--- src/rtl/fir_sample_feeder.sv ---
// Feeds a serial FIR filter one sample at a time from a small FIFO, waits for its
// output strobe (with a watchdog), and hands each result out on a valid/ready port.
module fir_sample_feeder #(
    parameter int WIDTH   = 16,
    parameter int DEPTH   = 8,
    parameter int TIMEOUT = 255,
    localparam int OUT_W  = 2 * WIDTH + 6
) (
    input  logic                    clk,
    input  logic                    rst,
    input  logic signed [WIDTH-1:0] s_data,
    input  logic                    s_valid,
    output logic                    s_ready,
    output logic signed [WIDTH-1:0] fir_sample,
    output logic                    fir_valid,
    input  logic signed [OUT_W-1:0] fir_result,
    input  logic                    fir_result_valid,
    output logic signed [OUT_W-1:0] m_data,
    output logic                    m_valid,
    input  logic                    m_ready,
    output logic                    timeout_err,
    input  logic                    err_clr,
    output logic [15:0]             sample_count,
    output logic [1:0]              state_dbg
);
    // Handshakes: a word moves on s_valid && s_ready (upstream) and on
    // m_valid && m_ready (downstream); once raised, m_valid and m_data stay
    // unchanged until the transfer cycle.

    localparam int AW = $clog2(DEPTH);
    localparam logic [AW:0] FULL_CNT = (AW + 1)'(DEPTH);
    localparam logic [15:0] TMO = 16'(TIMEOUT);

    typedef enum logic [1:0] {
        IDLE = 2'd0,
        WAIT = 2'd1,
        HOLD = 2'd2
    } state_t;

    state_t            state_q, state_d;
    logic [AW:0]       count_q, count_d;
    logic [AW-1:0]     wr_ptr_q, wr_ptr_d;
    logic [AW-1:0]     rd_ptr_q, rd_ptr_d;
    logic [WIDTH-1:0]  mem_q [DEPTH];
    logic [15:0]       timer_q, timer_d;
    logic [WIDTH-1:0]  fir_sample_q, fir_sample_d;
    logic              fir_valid_q, fir_valid_d;
    logic [OUT_W-1:0]  m_data_q, m_data_d;
    logic              m_valid_q, m_valid_d;
    logic              timeout_err_q, timeout_err_d;
    logic [15:0]       sample_count_q, sample_count_d;
    logic              push;
    logic              pop;

    // Space is judged on registered occupancy only, so a full FIFO refuses a
    // push even in a cycle where it is also popped.
    assign s_ready = (count_q < FULL_CNT);
    assign push    = s_valid && s_ready;
    assign pop     = (state_q == IDLE) && (count_q != '0);

    always_comb begin
        count_d  = count_q;
        wr_ptr_d = wr_ptr_q;
        rd_ptr_d = rd_ptr_q;
        if (push) begin
            wr_ptr_d = wr_ptr_q + AW'(1);
        end
        if (pop) begin
            rd_ptr_d = rd_ptr_q + AW'(1);
        end
        if (push && !pop) begin
            count_d = count_q + (AW + 1)'(1);
        end else if (!push && pop) begin
            count_d = count_q - (AW + 1)'(1);
        end
    end

    always_ff @(posedge clk) begin
        if (push) begin
            mem_q[wr_ptr_q] <= s_data;
        end
    end

    always_comb begin
        state_d        = state_q;
        timer_d        = timer_q;
        fir_sample_d   = fir_sample_q;
        fir_valid_d    = 1'b0;
        m_data_d       = m_data_q;
        m_valid_d      = m_valid_q;
        timeout_err_d  = timeout_err_q;
        sample_count_d = sample_count_q;
        if (err_clr) begin
            timeout_err_d = 1'b0;
        end
        unique case (state_q)
            IDLE: begin
                if (pop) begin
                    fir_sample_d = mem_q[rd_ptr_q];
                    fir_valid_d  = 1'b1;
                    timer_d      = '0;
                    state_d      = WAIT;
                end
            end
            WAIT: begin
                // A result in the last allowed cycle beats the watchdog.
                if (fir_result_valid) begin
                    m_data_d  = fir_result;
                    m_valid_d = 1'b1;
                    state_d   = HOLD;
                end else if (timer_q >= TMO) begin
                    timeout_err_d = 1'b1;
                    state_d       = IDLE;
                end else begin
                    timer_d = timer_q + 16'd1;
                end
            end
            HOLD: begin
                if (m_ready) begin
                    m_valid_d      = 1'b0;
                    sample_count_d = sample_count_q + 16'd1;
                    state_d        = IDLE;
                end
            end
            default: begin
                state_d = IDLE;
            end
        endcase
    end

    always_ff @(posedge clk or negedge rst) begin
        if (!rst) begin
            state_q        <= IDLE;
            count_q        <= '0;
            wr_ptr_q       <= '0;
            rd_ptr_q       <= '0;
            timer_q        <= '0;
            fir_sample_q   <= '0;
            fir_valid_q    <= 1'b0;
            m_data_q       <= '0;
            m_valid_q      <= 1'b0;
            timeout_err_q  <= 1'b0;
            sample_count_q <= '0;
        end else begin
            state_q        <= state_d;
            count_q        <= count_d;
            wr_ptr_q       <= wr_ptr_d;
            rd_ptr_q       <= rd_ptr_d;
            timer_q        <= timer_d;
            fir_sample_q   <= fir_sample_d;
            fir_valid_q    <= fir_valid_d;
            m_data_q       <= m_data_d;
            m_valid_q      <= m_valid_d;
            timeout_err_q  <= timeout_err_d;
            sample_count_q <= sample_count_d;
        end
    end

    assign fir_sample   = fir_sample_q;
    assign fir_valid    = fir_valid_q;
    assign m_data       = m_data_q;
    assign m_valid      = m_valid_q;
    assign timeout_err  = timeout_err_q;
    assign sample_count = sample_count_q;
    assign state_dbg    = state_q;

endmodule

--- config.mk ---
export PLATFORM = sky130hd
export DESIGN_NAME = fir_sample_feeder
export DESIGN_NICKNAME = d
export VERILOG_FILES = /design/src/rtl/fir_sample_feeder.sv
export SDC_FILE = /design/constraint.sdc
export NUM_CORES = 1
export LEC_CHECK = 0
export BUFFER_PORTS_ARGS = -buffer_cell sky130_fd_sc_hd__buf_4
export CORE_MARGIN = 3
export CORE_UTILIZATION = 61
export CTS_CLUSTER_DIAMETER = 30
export DETAILED_ROUTE_END_ITERATION = 8
export PLACE_DENSITY = 0.85
export SETUP_SLACK_MARGIN = 0.2
export SLEW_MARGIN = 20
export SYNTH_ARGS = -nofsm -noshare
export SYNTH_HDL_FRONTEND = slang
export SYNTH_SLANG_ARGS = --single-unit
--- constraint.sdc ---
create_clock -name clk -period 5.1 [get_ports clk]
set_clock_uncertainty 0.1 [all_clocks]
set_input_delay 1.02 -clock clk [delete_from_list [all_inputs] [get_ports clk]]
set_output_delay 1.02 -clock clk [all_outputs]
set_load 0.005 [all_outputs]
======== Word-level counts from Yosys, hierarchy flattened ========
Memories as Yosys holds them, arrays and structs flattened. A register that Yosys moved wholly into a read port is not among the register bits.
Cells that the tools add are included.
operators by class
  reductions and logical operators ........ 18
  multiplexer cells ....................... 22
  $lt $le $gt $ge ......................... 2
  $add $sub $neg .......................... 6
  equal/unequal tests ..................... 8
operators by type and width
  operator                                                                               count
  16-bit two-way mux                                                                     3
  16-bit by 1-bit adder with 16-bit output (second input constant)                       2
  16-bit one-hot mux with 2 select lines                                                 1
  16-bit by 8-bit greater-or-equal comparator with 1-bit output (second input constant)  1
  1-bit two-way mux                                                                      10
  2-bit != test (second input constant)                                                  5
  2-bit two-way mux                                                                      4
  4-bit two-way mux                                                                      2
  3-bit by 1-bit adder with 3-bit output (second input constant)                         2
  2-bit one-hot mux with 3 select lines                                                  1
  2-bit AND reduction                                                                    3
  3-bit AND reduction                                                                    2
  2-bit nonzero test                                                                     3
  4-bit by 1-bit adder with 4-bit output (second input constant)                         1
  1-bit logical AND                                                                      4
  4-bit less-than comparator (second input constant)                                     1
  4-bit AND reduction                                                                    1
  4-bit nonzero test                                                                     1
  4-bit by 1-bit subtractor with 4-bit output (second input constant)                    1
  1-bit logical NOT                                                                      3
  3-bit != test (second input constant)                                                  1
  2-bit by 1-bit == test with 1-bit output (second input constant)                       1
  2-bit == test (second input constant)                                                  1
  2-bit logical NOT                                                                      1
  1-bit one-hot mux with 2 select lines                                                  1
storage, ports and cells
  output and inout port bits .............. 76
  memory bits (writable) .................. 128
  input port bits ......................... 60
  memories ................................ 1
  bits in registers ....................... 85
  logic and storage cells ................. 67
memories
  name   words  bits a word  rd ports  clocked after memory_dff  wr ports  RTL line  RTL
  mem_q  8      16           1         1                         1         44        logic [WIDTH-1:0] mem_q [DEPTH];

======== Logic depth before layout (Yosys ltp) ========
Gate-level depths: netlist of run 1.
  depth after elaboration ................. 6
  mapped depth ............................ 12
  depth with buffers taken out ............ 9

======== Worst setup path after synthesis of run 1 ========
OpenSTA, ideal clock, no wires.
  path type ............................... in2reg
  start point ............................. input port s_valid
  end point ............................... memory mem_q[0][0], enable pin
  data required time ...................... 4591 ps
  setup slack ............................. 1975 ps
  data arrival time ....................... 2616 ps
  cell stages on the path ................. 4
  library setup time ...................... 409 ps
  buffers on the path ..................... 1
  path through ............................ nor2b_1 > clkbuf_1 > nand2b_1 > nor3_1
on the way
  longest elaborated chain between the ends .. 3
RTL lines
  what                                     RTL line  RTL
  start: declaration                       12        input logic s_valid,
  1-bit logical AND                        58        assign push = s_valid && s_ready;
  named net push                           52        logic push;
  1-bit two-way mux                        79        if (push) begin
  1-bit two-way mux (implied by the code)  80        mem_q[wr_ptr_q] <= s_data;
  end: declaration                         44
The timed path passes the listed nets, and every way through them passes these cells.

======== Worst setup path after layout of run 1 ========
  start point ............................. register count_q[0]
  end point ............................... register count_q[3]
on the way
  longest elaborated chain between the ends .. 5
  elaborated cells on any way between the ends .. 13
  those cells by class .................... 2 x add/sub; 1 x order compare; 2 x mux; 8 x reduce/logical
RTL lines
  what                                                               RTL line  RTL
  start: declaration                                                 41        logic [AW:0] count_q, count_d;
  start signal: assignment                                           146       count_q <= count_d;
  4-bit less-than comparator or 4-bit nonzero test (tied branches)   57, 59
  1-bit logical AND, on equally long branches                        58, 59
  1-bit logical NOT, on equally long branches                        73, 71
  1-bit logical AND, on equally long branches                        73, 71
  2-bit nonzero test (no line) or 4-bit two-way mux (tied branches)  n/a
Parallel ways exist; a longest one is shown, timed or not. The select of a mux whose other input is x is not followed.
A chain may end at the register's enable or synchronous reset.

==> results.md, run 1 <==
* Yosys warns at 0
* R2r setup slk at approximately 1.8 ns
* Final Max Slew Viols at 0
* Top Ports at approximately 140
* Cells after synthesis at 520
* Critical path required time at around 5.4 ns
* Dpl hpwl at 11300 µm
* Total of max-cap violations at 0
* Fillcell total at slightly above 700
* Setup TNS at 0 ns
* CTS tree: done
* GR Util All Layers at ~24%
* Detailed Routing Iterations Pass 1 at 5
* Vias in the first global route at between 5k and 6k
* Type of the worst setup path: flop to flop
* CP max stage cell: or4_1
* Setup bufs post-CTS at 0
* Cts hold-fix bufs at 0
* Critical Path Max Stage Delay at approximately 0.53 ns
* H-tree levels at 2
* Avg WL per Cell at approximately 21 µm
* Initial antenna violation count at 0
* Grt total ovfl at 0
* Fin worst setup slack at roughly 1.8 ns
* Max_slew headroom at around 27%
* Worst Hold End: sample_count[15]
* Post-Place Worst Slack at about 1.8 ns
* Width of the chip at 127 µm
* Run status: completed
* Final WL at between 15000 and 20000 µm
* Resize count post-CTS at 0
* Clk_lat worst skew at 0.51 ns
* Rows at 43
* Most frequent cells in the layout: buf_4 (148), edfxtp_1 (128), dfrtp_1 (100), nand2_1 (41), mux2_2 (41)
* ANT nets after route at 0
* Netlist cell types at between 40 and 50
* CTS max path bufs at 3
* Worst R2R Start: count_q[0]
* DIE HEIGHT at between 100 and 150 µm
* CP Max Fanout at 49
* Worst hold start: sample_count[15]
* Final setup violation count at 0
* # DRC at 0
* Min cycle time layout at ~3.3 ns
* Core Area at about 14000 µm²
* Share of layout cells above drive strength 1 at 40.9%
* Non-filler cells, final at about 890
* Area delta synth->final at 27.2%
* Vias per std cell at a little under 6
* FMAX at 303 MHz
* Worst Reg2Reg Path Length in Cells at 9
* Final Hold Fails at 0
* Clk sinks at 229
* Crit-path cells: or4_1 > nand2_1 > buf_4 > ha_1 > inv_1 > ha_1 > a21o_1 > a2111oi_0 > o31ai_1
* RSZ-0062 raised after global routing: no
* Total CTS buffers at 36
* Seq cells post-synth at 229
* Total number of vias at around 5.2k
* Nets at roughly 750
* First-pass GRT wire length at around 30000 µm
* Worst hold path class: flop to flop
* CP Launch Type: flop
* Worst Hold Path Cells at 1
* Number of diodes at 0
* Mapped Avg Cell Area at 17.2 µm²
* Worst Path Arrival at 3.55 ns
* Most frequent CP cell: ha_1
* Final Cell Area at about 11000 µm²
* Final period utilization at 64.7%
* Worst Max-Slew Pin Slew at 1.09 ns
* Number of buffers added on ports at 135
* Post-placement cell count at 825
* Synthesized Nets at just under 600
* Initial core utilization at around 63%
* Number of DRC markers in iteration 0 at approximately 400
* Die area at ~16000 µm²
* Maximum vdd drop at approximately 370 µV
* Commonest non-fill, non-tap cell in the layout: buf_4
* Clock-pin slew on the worst setup and hold paths at 0.05 ns
* Mapped Area at just under 9000 µm²
* CP Capture Type: flop
* Pleak at between 4 and 5 nW
* Routability congestion estimate at 0.747
* Final core area utilization at about four fifths
* PD cells at 610 nW/µm²
* RR Endpoint: count_q[3]
* Largest net degree at the start of global routing at 61
* Placed cell area at just over 10000 µm²
* Seq/Total Area, Yosys at 71.3%
* Root buf cell: clkbuf_16
==> stage by stage <==
step / hold slack (ns) / power [W]
3_5_place_dp: 0.367 / 0.00457
4_1_cts: 0.378 / 0.00700
3_3_place_gp: 0.366 / 0.00446
6_report: 0.372 / 0.00694
5_1_grt: 0.396 / 0.00727
2_1_floorplan: 0.345 / 0.00378
==> cells by family after synthesis <==
family | count (synthesis) | synth area share, %
multiplexers | 92 | 15.4
flip-flops | 229 | 71.3
buffers and inverters | 31 | 1.48
XOR/XNOR | 21 | 2.06
AO/OA/AOI/OAI | 39 | 2.55
adder cells (fa/ha/maj) | 8 | 1.20
AND/OR/NAND/NOR | 100 | 6.06
==> state kept, by name (all words and copies together) (netlist names) <==
signal / count
wr_ptr_q: 3
timeout_err: 1
fir_valid: 1
mem_q: 128
sample_count: 16
timer_q: 16
state_dbg: 2
rd_ptr_q: 3
m_data: 38
fir_sample: 16
count_q: 4
m_valid: 1
==> metal layers <==
metal	part of all wire, %	wire, µm	up-vias	track usage (%)
met4	1.9	352	0	8.26
met5	0	0	-	0
met2	51	9690	216	40.6
met3	7.5	1430	32	5.39
li1	-	-	2308	-
met1	40	7510	2667	31.6
==> final cells by class <==
type | count | area (µm²) | share of cell area (%)
Sequential cell | 229 | 6370 | 56.0
Multi-Input combinational cell | 260 | 2440 | 21.5
Clock buffer | 46 | 990 | 8.70
Tap cell | 180 | 225 | 1.98
Inverter | 8 | 30.0 | 0.264
Clock inverter | 20 | 198 | 1.74
Timing Repair Buffer | 148 | 1110 | 9.77
==> worst max-delay path, delay by kind of cell, from the launching register on <==
kind            cells  cell delay (ns)
buf+inv             2             0.53
flops               1             0.43
fa+ha+maj           2             0.59
compound gates      3             0.88
simple gates        2             0.61
==> cell usage after synthesis <==
cell type | count | area [µm²]
nand3b_1 | 1 | 7.51
nor4_2 | 1 | 12.5
o22ai_1 | 1 | 6.26
o2111ai_1 | 1 | 8.76
inv_1 | 8 | 30.0
fa_1 | 1 | 20.0
nand2_1 | 41 | 154
nor3b_2 | 1 | 12.5
nor2_1 | 10 | 37.5
nor3_1 | 6 | 30.0
o31ai_1 | 4 | 30.0
or2_2 | 1 | 6.26
and2_1 | 7 | 43.8
nand4b_1 | 2 | 17.5
xnor2_1 | 16 | 140
o211a_1 | 1 | 10.0
mux2i_1 | 19 | 190
or3_1 | 1 | 6.26
ha_1 | 7 | 87.6
or3b_2 | 1 | 8.76
and2_2 | 1 | 7.51
clkbuf_1 | 8 | 30.0
nand3_1 | 8 | 40.0
nor4_1 | 1 | 6.26
or4_1 | 4 | 30.0
xor2_1 | 5 | 43.8
a21o_1 | 1 | 7.51
o21ai_0 | 23 | 115
buf_2 | 13 | 65.1
a2111oi_0 | 1 | 8.76
nor3b_1 | 1 | 7.51
mux2_2 | 41 | 462
a21oi_1 | 6 | 30.0
nand4_1 | 5 | 31.3
nand2b_1 | 4 | 25.0
edfxtp_1 | 128 | 3840
and4_1 | 1 | 8.76
buf_1 | 2 | 7.51
nor4_4 | 2 | 42.5
dfrtp_1 | 101 | 2530
o2111a_1 | 1 | 11.3
mux4_2 | 32 | 721
nor2b_1 | 1 | 6.26
==> worst max path at each step <==
stage,start,end,slack (ns),cells after the start
2_1_floorplan,s_valid,mem_q[0][0],1.97,4
3_3_place_gp,s_valid,count_q[3],1.92,8
3_5_place_dp,s_valid,count_q[3],1.79,8
4_1_cts,count_q[0],count_q[3],1.87,9
5_1_grt,count_q[0],count_q[3],1.67,9
6_report,count_q[0],count_q[3],1.80,9
==> power by group <==
group | internal (W) | switching (W)
logic | 0.00100 | 0.000890
registers | 0.00240 | 0.000305
clock network | 0.00150 | 0.000849
total | 0.00489 | 0.00204
Power figures use the tool's default switching activity.
==> run 2: changes to the inputs <==
--- a/config.mk
+++ b/config.mk
@@ -7,10 +7,10 @@
 export LEC_CHECK = 0
 export BUFFER_PORTS_ARGS = -buffer_cell sky130_fd_sc_hd__buf_4
 export CORE_MARGIN = 3
-export CORE_UTILIZATION = 61
+export CORE_UTILIZATION = 56
 export CTS_CLUSTER_DIAMETER = 30
 export DETAILED_ROUTE_END_ITERATION = 8
-export PLACE_DENSITY = 0.85
+export PLACE_DENSITY = 0.79
 export SETUP_SLACK_MARGIN = 0.2
 export SLEW_MARGIN = 20
 export SYNTH_ARGS = -nofsm -noshare
==> constraint.sdc (replaced) <==
create_clock -name clk -period 3.04 [get_ports clk]
set_clock_uncertainty 0.1 [all_clocks]
set_input_delay 0.608 -clock clk [delete_from_list [all_inputs] [get_ports clk]]
set_output_delay 0.608 -clock clk [all_outputs]
set_load 0.005 [all_outputs]
==> run 2 against run 1 <==
  * Sequential cell count unchanged
  * Largest cell class unchanged
  * Clock-buffer cell count up 5
  * Total power is 79% higher
  * Cell count up 5.7%
  * Fmax grew 22%
  * Clock power is 100% higher
  * Global-route usage down 1.6 points
  * Core utilization down 4.2 points
  * Worst hold slack got worse by 0.17 ns
  * Critical path depth down 1
==> results.md, run 2 (synthesis gave the netlist of run 1 again) <==
* Final Cell Area at approximately 12000 µm²
* Psw at 0.00351 W
* Clk sinks at about 230
* First-pass GRT wire length at 31000 µm
* DIE HEIGHT at roughly 130 µm
* Clock Power Share at 37.7%
* H-tree levels at 2
* Max reg flops at between 100 and 150
* Worst hold path class: primary input to flop
* Run status: completed
* Most frequent cells in the layout: buf_4 (152), edfxtp_1 (128), dfrtp_1 (100), clkbuf_16 (43)
* Fillcell total at 884
* Worst Path Arrival at between 2 and 3 ns
* Setup bufs post-CTS at 0
* CP max stage cell: or4_1
* GR Util All Layers at between 20% and 30%
* Crit-path cells: or4_1 > nand2_1 > ha_1 > inv_1 > ha_1 > a21o_1 > a2111oi_1 > o31ai_1
* Worst Reg2Reg Path Length in Cells at 8
* Number of DRC markers in iteration 0 at slightly above 300
* Sw frac at around 28%
* Worst hold slack at 0.197 ns
* Width of the chip at between 100 and 150 µm
* Clock-pin slew on the worst setup and hold paths at ~0.050 ns
* Initial core utilization at between 50 and 60%
* Total of max-cap violations at 0
* Critical Path Max Stage Delay at about 0.53 ns
* FMAX at roughly 370 MHz
* Critical path required time at 3.30 ns
* Post-placement cell count at roughly 860
* Clk_lat worst skew at 0.52 ns
* Commonest non-fill, non-tap cell in the layout: buf_4
* Combinational power share at 25.6%
* Detailed Routing Iterations Pass 1 at 5
* Number of buffers added on ports at roughly 140
* Vias per std cell at 5.67
* Top Ports at around 140
* R2r setup slk at 0.34 ns
* Setup TNS at 0 ns
* RR Endpoint: count_q[3]
* Non-filler cells, final at around 940
* Max_slew headroom at a little under half
* Root buf cell: clkbuf_16
* Final Max Slew Viols at 0
* Total length of routed met3 wires at about 1400 µm
* Biggest register: mem_q
* Dpl hpwl at around 11000 µm
* CP Launch Type: flop
* Type of the worst setup path: flop to flop
* Area delta synth->final at 31.9%
* Total number of vias at approximately 5.3k
* Worst Hold End: timeout_err
* Avg WL per Cell at roughly 21 µm
* Routability congestion estimate at roughly 0.80
* Cts hold-fix bufs at 1
* Reg power frac at between 30% and 40%
* RSZ-0062 raised after global routing: no
* Core Area at 15400 µm²
* Nets at about 770
* Number of diodes at 0
* Int Power at about 0.0089 W
* Multi-input combinational cell area at 2440 µm²
* Worst Hold Path Cells at 2
* Share of layout cells above drive strength 1 at roughly 43%
* Pleak at around 4.8 nW
* Final WL at 19300 µm
* CTS max path bufs at 3
* Vias in the first global route at between 5k and 6k
* PD cells at between 1000 and 1500 nW/µm²
* CP Capture Type: flop
* Rows at 45
* CP Max Fanout at 5
* Final Hold Fails at 0
* Grt total ovfl at 0
* Total CTS buffers at 42
* Die area at 17500 µm²
* Min cycle time layout at between 2 and 3 ns
* Met1 wire length at approximately 7500 µm
* Reg area at between 6000 and 7000 µm²
* Resize count post-CTS at 0
* CTS tree: done
* Final period utilization at around nine tenths
* Top Layer Used: met4
* Most frequent CP cell: ha_1
* WL met2 at approximately 10000 µm
* Largest net degree at the start of global routing at between 40 and 50
* Worst R2R Start: count_q[0]
* Initial antenna violation count at 0
* Worst hold start: err_clr
* Placed cell area at 10300 µm²
* Maximum vdd drop at 690 µV
* ANT nets after route at 0
* Final setup violation count at 0
* # DRC at 0
* Worst Max-Slew Pin Slew at 0.809 ns
run 2: power groups by stage:
stage               combinational [W]  sequential [W]  clock [W]
finish                        0.00318         0.00456    0.00467
global route                  0.00346         0.00466    0.00488
CTS                           0.00322         0.00456    0.00474
detailed placement            0.00317         0.00458          0
global placement              0.00306         0.00453          0
floorplan                     0.00194         0.00441          0
run 2: worst max path at each step:
stage                           from          to  slack, ns  cells past startpoint
after global routing      count_q[0]  count_q[3]       0.20                      9
final                     count_q[0]  count_q[3]       0.34                      8
after floorplan           count_q[0]  count_q[3]       0.22                     10
after detailed placement  count_q[0]  count_q[3]       0.39                      8
after CTS                 count_q[0]  count_q[3]       0.36                      8
after global placement    count_q[0]  count_q[3]       0.48                      8
run 2: cell type report:
type | count | area share (%)
clock buffers | 51 | 9.80
clock inverters | 26 | 2.49
inverters | 8 | 0.255
multi-input cells | 260 | 20.7
flip-flops and latches | 229 | 54.0
well taps | 211 | 2.24
repair buffers | 157 | 10.4
run 2: per-layer routing:
layer | track usage, % | vias to the layer above
met5 | 0 | -
met4 | 9.64 | 0
met3 | 5.38 | 47
met2 | 38.8 | 236
met1 | 27.4 | 2720
li1 | - | 2337
run 2: metrics by stage:
stage	power, W	util, %	worst slack (ns)
4_1_cts	0.0125	76.4	0.360
6_report	0.0124	76.4	0.345
5_1_grt	0.0130	76.4	0.202
3_3_place_gp	0.00759	67.0	0.485
2_1_floorplan	0.00635	-	0.216
3_5_place_dp	0.00775	67.0	0.386
run 2: worst max-delay path: cells and delay by family, from the launching register on:
kind	cells	cell delay [ns]
compound gates	3	0.74
fa+ha+maj	2	0.53
buf+inv	1	0.13
flops	1	0.43
simple gates	2	0.64
==> run 3: changes to the inputs <==
--- a/config.mk
+++ b/config.mk
@@ -5,12 +5,13 @@
 export SDC_FILE = /design/constraint.sdc
 export NUM_CORES = 1
 export LEC_CHECK = 0
+export ABC_AREA = 1
 export BUFFER_PORTS_ARGS = -buffer_cell sky130_fd_sc_hd__buf_4
 export CORE_MARGIN = 3
-export CORE_UTILIZATION = 56
+export CORE_UTILIZATION = 57
 export CTS_CLUSTER_DIAMETER = 30
 export DETAILED_ROUTE_END_ITERATION = 8
-export PLACE_DENSITY = 0.79
+export PLACE_DENSITY = 0.8
 export SETUP_SLACK_MARGIN = 0.2
 export SLEW_MARGIN = 20
 export SYNTH_ARGS = -nofsm -noshare
==> run 3 against run 2 <==
  * Synthesized cell count increased by 61%
  * Die area rose by 3.6%
  * Fmax is 27% higher
  * Critical path depth is 5 lower
  * Total power increased by 0.83%
  * Sequential power decreased by 3%
  * Core utilization decreased by 1.5 points
  * Global-route usage up 0.85 points
  * Cell count increased by 32%
  * Clock power decreased by 6.6%
  * Clock-buffer cell count decreased by 3
  * Largest power group is now sequential cells
==> results.md, run 3 <==
* R2r setup slk at just over 0.9 ns
* Resize count post-CTS at 0
* CP Capture Type: flop
* Total of max-cap violations at 0
* PD cells at 1040 nW/µm²
* Total number of vias at roughly 6.7k
* Vias in the first global route at around 6.6k
* Int Power at 0.00839 W
* Worst setup path end: m_data[20]
* Largest family of logic cells by synthesized area: simple AND/OR/NAND/NOR gates
* Max reg flops at 128
* Most frequent cells in the layout: nor2_1 (151), buf_4 (151), nand2_1 (145), edfxtp_1 (128), dfrtp_1 (100)
* Post-placement cell count at 1170
* Final Max Slew Viols at 0
* EDFF count, synth at roughly 130
* Number of buffers added on ports at approximately 140
* Non-filler cells, final at between 1k and 1.5k
* Final setup violation count at 0
* Width of the chip at 135 µm
* Number of DRC markers in iteration 0 at between 400 and 500
* Final Hold Fails at 0
* Total CTS buffers at 42
* Initial core utilization at approximately three fifths
* Fillcell total at 1030
* CP Max Fanout at 40
* Netlist cell types at 27
* Clk sinks at around 230
* Rows at 46
* Most area-hungry cell type in the Yosys netlist: edfxtp_1
* Worst hold start: err_clr
* H-tree levels at 2
* Root buf cell: clkbuf_16
* Worst Reg2Reg Path Length in Cells at 3
* Psw at between 0.004 and 0.005 W
* Largest net degree at the start of global routing at between 80 and 90
* Mapped Area at 9440 µm²
* Worst R2R Start: state_dbg[1]
* CTS max path bufs at 3
* Min cycle time layout at about 2.1 ns
* Share of layout cells above drive strength 1 at about a quarter
* Top Ports at 136
* Cells after synthesis at between 800 and 900
* Post-Synth XOR/XNOR Area at under 10%
* Nets at about 1.1k
* Synthesized Nets at 904
* Combinational power share at between 20% and 30%
* CP Launch Type: flop
* Worst hold path class: primary input to flop
* Worst Path Arrival at ~2.4 ns
* Clk_lat worst skew at between 0.5 and 0.6 ns
* Initial antenna violation count at 0
* Dpl hpwl at between 10000 and 15000 µm
* # DRC at 0
* Pleak at roughly 5.2 nW
* Avg WL per Cell at 16.9 µm
* First-pass GRT wire length at 33500 µm
* Fraction of synthesized area in multiplexers at approximately 4.5%
* DIE HEIGHT at about 130 µm
* GR Util All Layers at 23.4%
* Seq/Total Area, Yosys at 67.5%
* Top-area cell type share of the netlist area at 40.7%
* Seq cells post-synth at between 200 and 250
* Core Area at around 16000 µm²
* Final WL at around 21000 µm
* Count leader, synth: nor2_1
* Biggest register: mem_q
* Vias per std cell at around 5.3
* Synth area leaders: edfxtp_1 (41%), dfrtp_1 (27%), nor2_1 (6.0%)
* Number of diodes at 0
* Mapped Avg Cell Area at 11.3 µm²
* Routability congestion estimate at roughly 0.81
* Area delta synth->final at 27.5%
* Maximum vdd drop at 664 µV
* Type of the worst setup path: flop to flop
* Clock-pin slew on the worst setup and hold paths at approximately 0.05 ns
* Post-synthesis adder-cell area fraction at roughly 1.1%
* Top_reg_cell synth: edfxtp_1
* ANT nets after route at 0
* Critical path required time at 3.33 ns
* RR Endpoint: m_data[20]
* Die area at 18100 µm²
* CTS tree: done
* Reg power frac at 35.2%
* Sw frac at about a third
* RSZ-0062 raised after global routing: no
* Setup TNS at 0 ns
* Post-synth ARST share at 44.1%
* Run status: completed
* Critical Path Source: state_dbg[1]
* Final period utilization at a little over two thirds
* Max_slew headroom at between 30% and 40%
* Clock Power Share at 34.8%
* Yosys warns at 0
* Simple-gate share of the synthesized area at 16.0%
* Commonest cells post-synth: nor2_1 (151), nand2_1 (145), edfxtp_1 (128)
* Worst Max-Slew Pin Slew at around 0.96 ns
* Post-synthesis compound-gate area fraction at 4.64%
* FMAX at ~470 MHz
* Detailed Routing Iterations Pass 1 at 5
* Grt total ovfl at 0
-- run 3: cell count changes in the layout (fill, tap and decap cells not counted), sizes merged, moves of 7 or more --
| cell | before | now |
|---|---|---|
| xnor2 | 16 | 9 |
| and2 | 8 | 0 |
| nand2 | 41 | 148 |
| inv | 13 | 61 |
| mux2i | 19 | 0 |
| o21ai | 23 | 59 |
| o211ai | 0 | 16 |
| nand3 | 8 | 66 |
| nor2 | 10 | 153 |
| mux4 | 32 | 0 |
-- run 3: layout make-up --
| type | count | area (µm²) | share of cell area [%] |
|---|---|---|---|
| Clock buffer | 48 | 1090 | 9.09 |
| Clock inverter | 28 | 254 | 2.11 |
| Inverter | 57 | 214 | 1.78 |
| Multi-Input combinational cell | 516 | 2670 | 22.2 |
| Sequential cell | 229 | 6370 | 52.9 |
| Tap cell | 216 | 270 | 2.25 |
| Timing Repair Buffer | 153 | 1160 | 9.67 |
-- run 3: power groups by stage --
| stage | clock [W] | combinational [W] | sequential, W |
|---|---|---|---|
| 2_1_floorplan | 0 | 0.00228 | 0.00442 |
| 3_3_place_gp | 0 | 0.00359 | 0.00441 |
| 3_5_place_dp | 0 | 0.00372 | 0.00443 |
| 4_1_cts | 0.00441 | 0.00377 | 0.00440 |
| 5_1_grt | 0.00458 | 0.00414 | 0.00448 |
| 6_report | 0.00436 | 0.00374 | 0.00441 |
-- run 3: metal layers --
metal	GRT usage, %	part of all wire, %	vias up
met4	10.2	3.1	0
met3	4.36	6.6	52
met1	31.1	40	3220
met2	38.0	50	248
met5	0	0	-
li1	-	-	3143
-- run 3: worst max-delay path: stages, from the launching register on --
cell     delay (ns)
dfrtp_1        0.43
inv_1          0.13
nand3_2        0.72
mux2_2         0.59
-- run 3: cells by family after synthesis --
group / Yosys count
xor+xnor: 20
simple gates: 372
buf+inv: 91
mux: 38
compound gates: 78
fa+ha+maj: 8
flops: 229
-- run 3: per-stage QoR --
stage / hold WS, ns / total power, W / instance area (µm²) / setup slack (ns) / utilization [%]
final: 0.170 / 0.0125 / 12000 / 0.919 / 75.0
after global routing: 0.179 / 0.0132 / 12000 / 0.766 / 75.0
after CTS: 0.156 / 0.0126 / 12000 / 0.885 / 75.0
after detailed placement: 0.367 / 0.00815 / 10700 / 0.751 / 66.5
after global placement: 0.356 / 0.00800 / 10700 / 0.776 / 66.5
after floorplan: 0.212 / 0.00670 / 9440 / 0.860 / -
-- run 3: worst min path at each step --
stage               endpoint  slack [ns]  cells past startpoint
2_1_floorplan     count_q[0]        0.21                      0
3_3_place_gp         m_valid        0.36                      2
3_5_place_dp   fir_sample[8]        0.37                      2
4_1_cts          timeout_err        0.16                      2
5_1_grt          timeout_err        0.18                      2
6_report         timeout_err        0.17                      2
-- run 3: what timing repair did --
item                      CTS  global route
buffers inserted            0             0
hold buffers                1             0
hold endpoints to repair   30             0
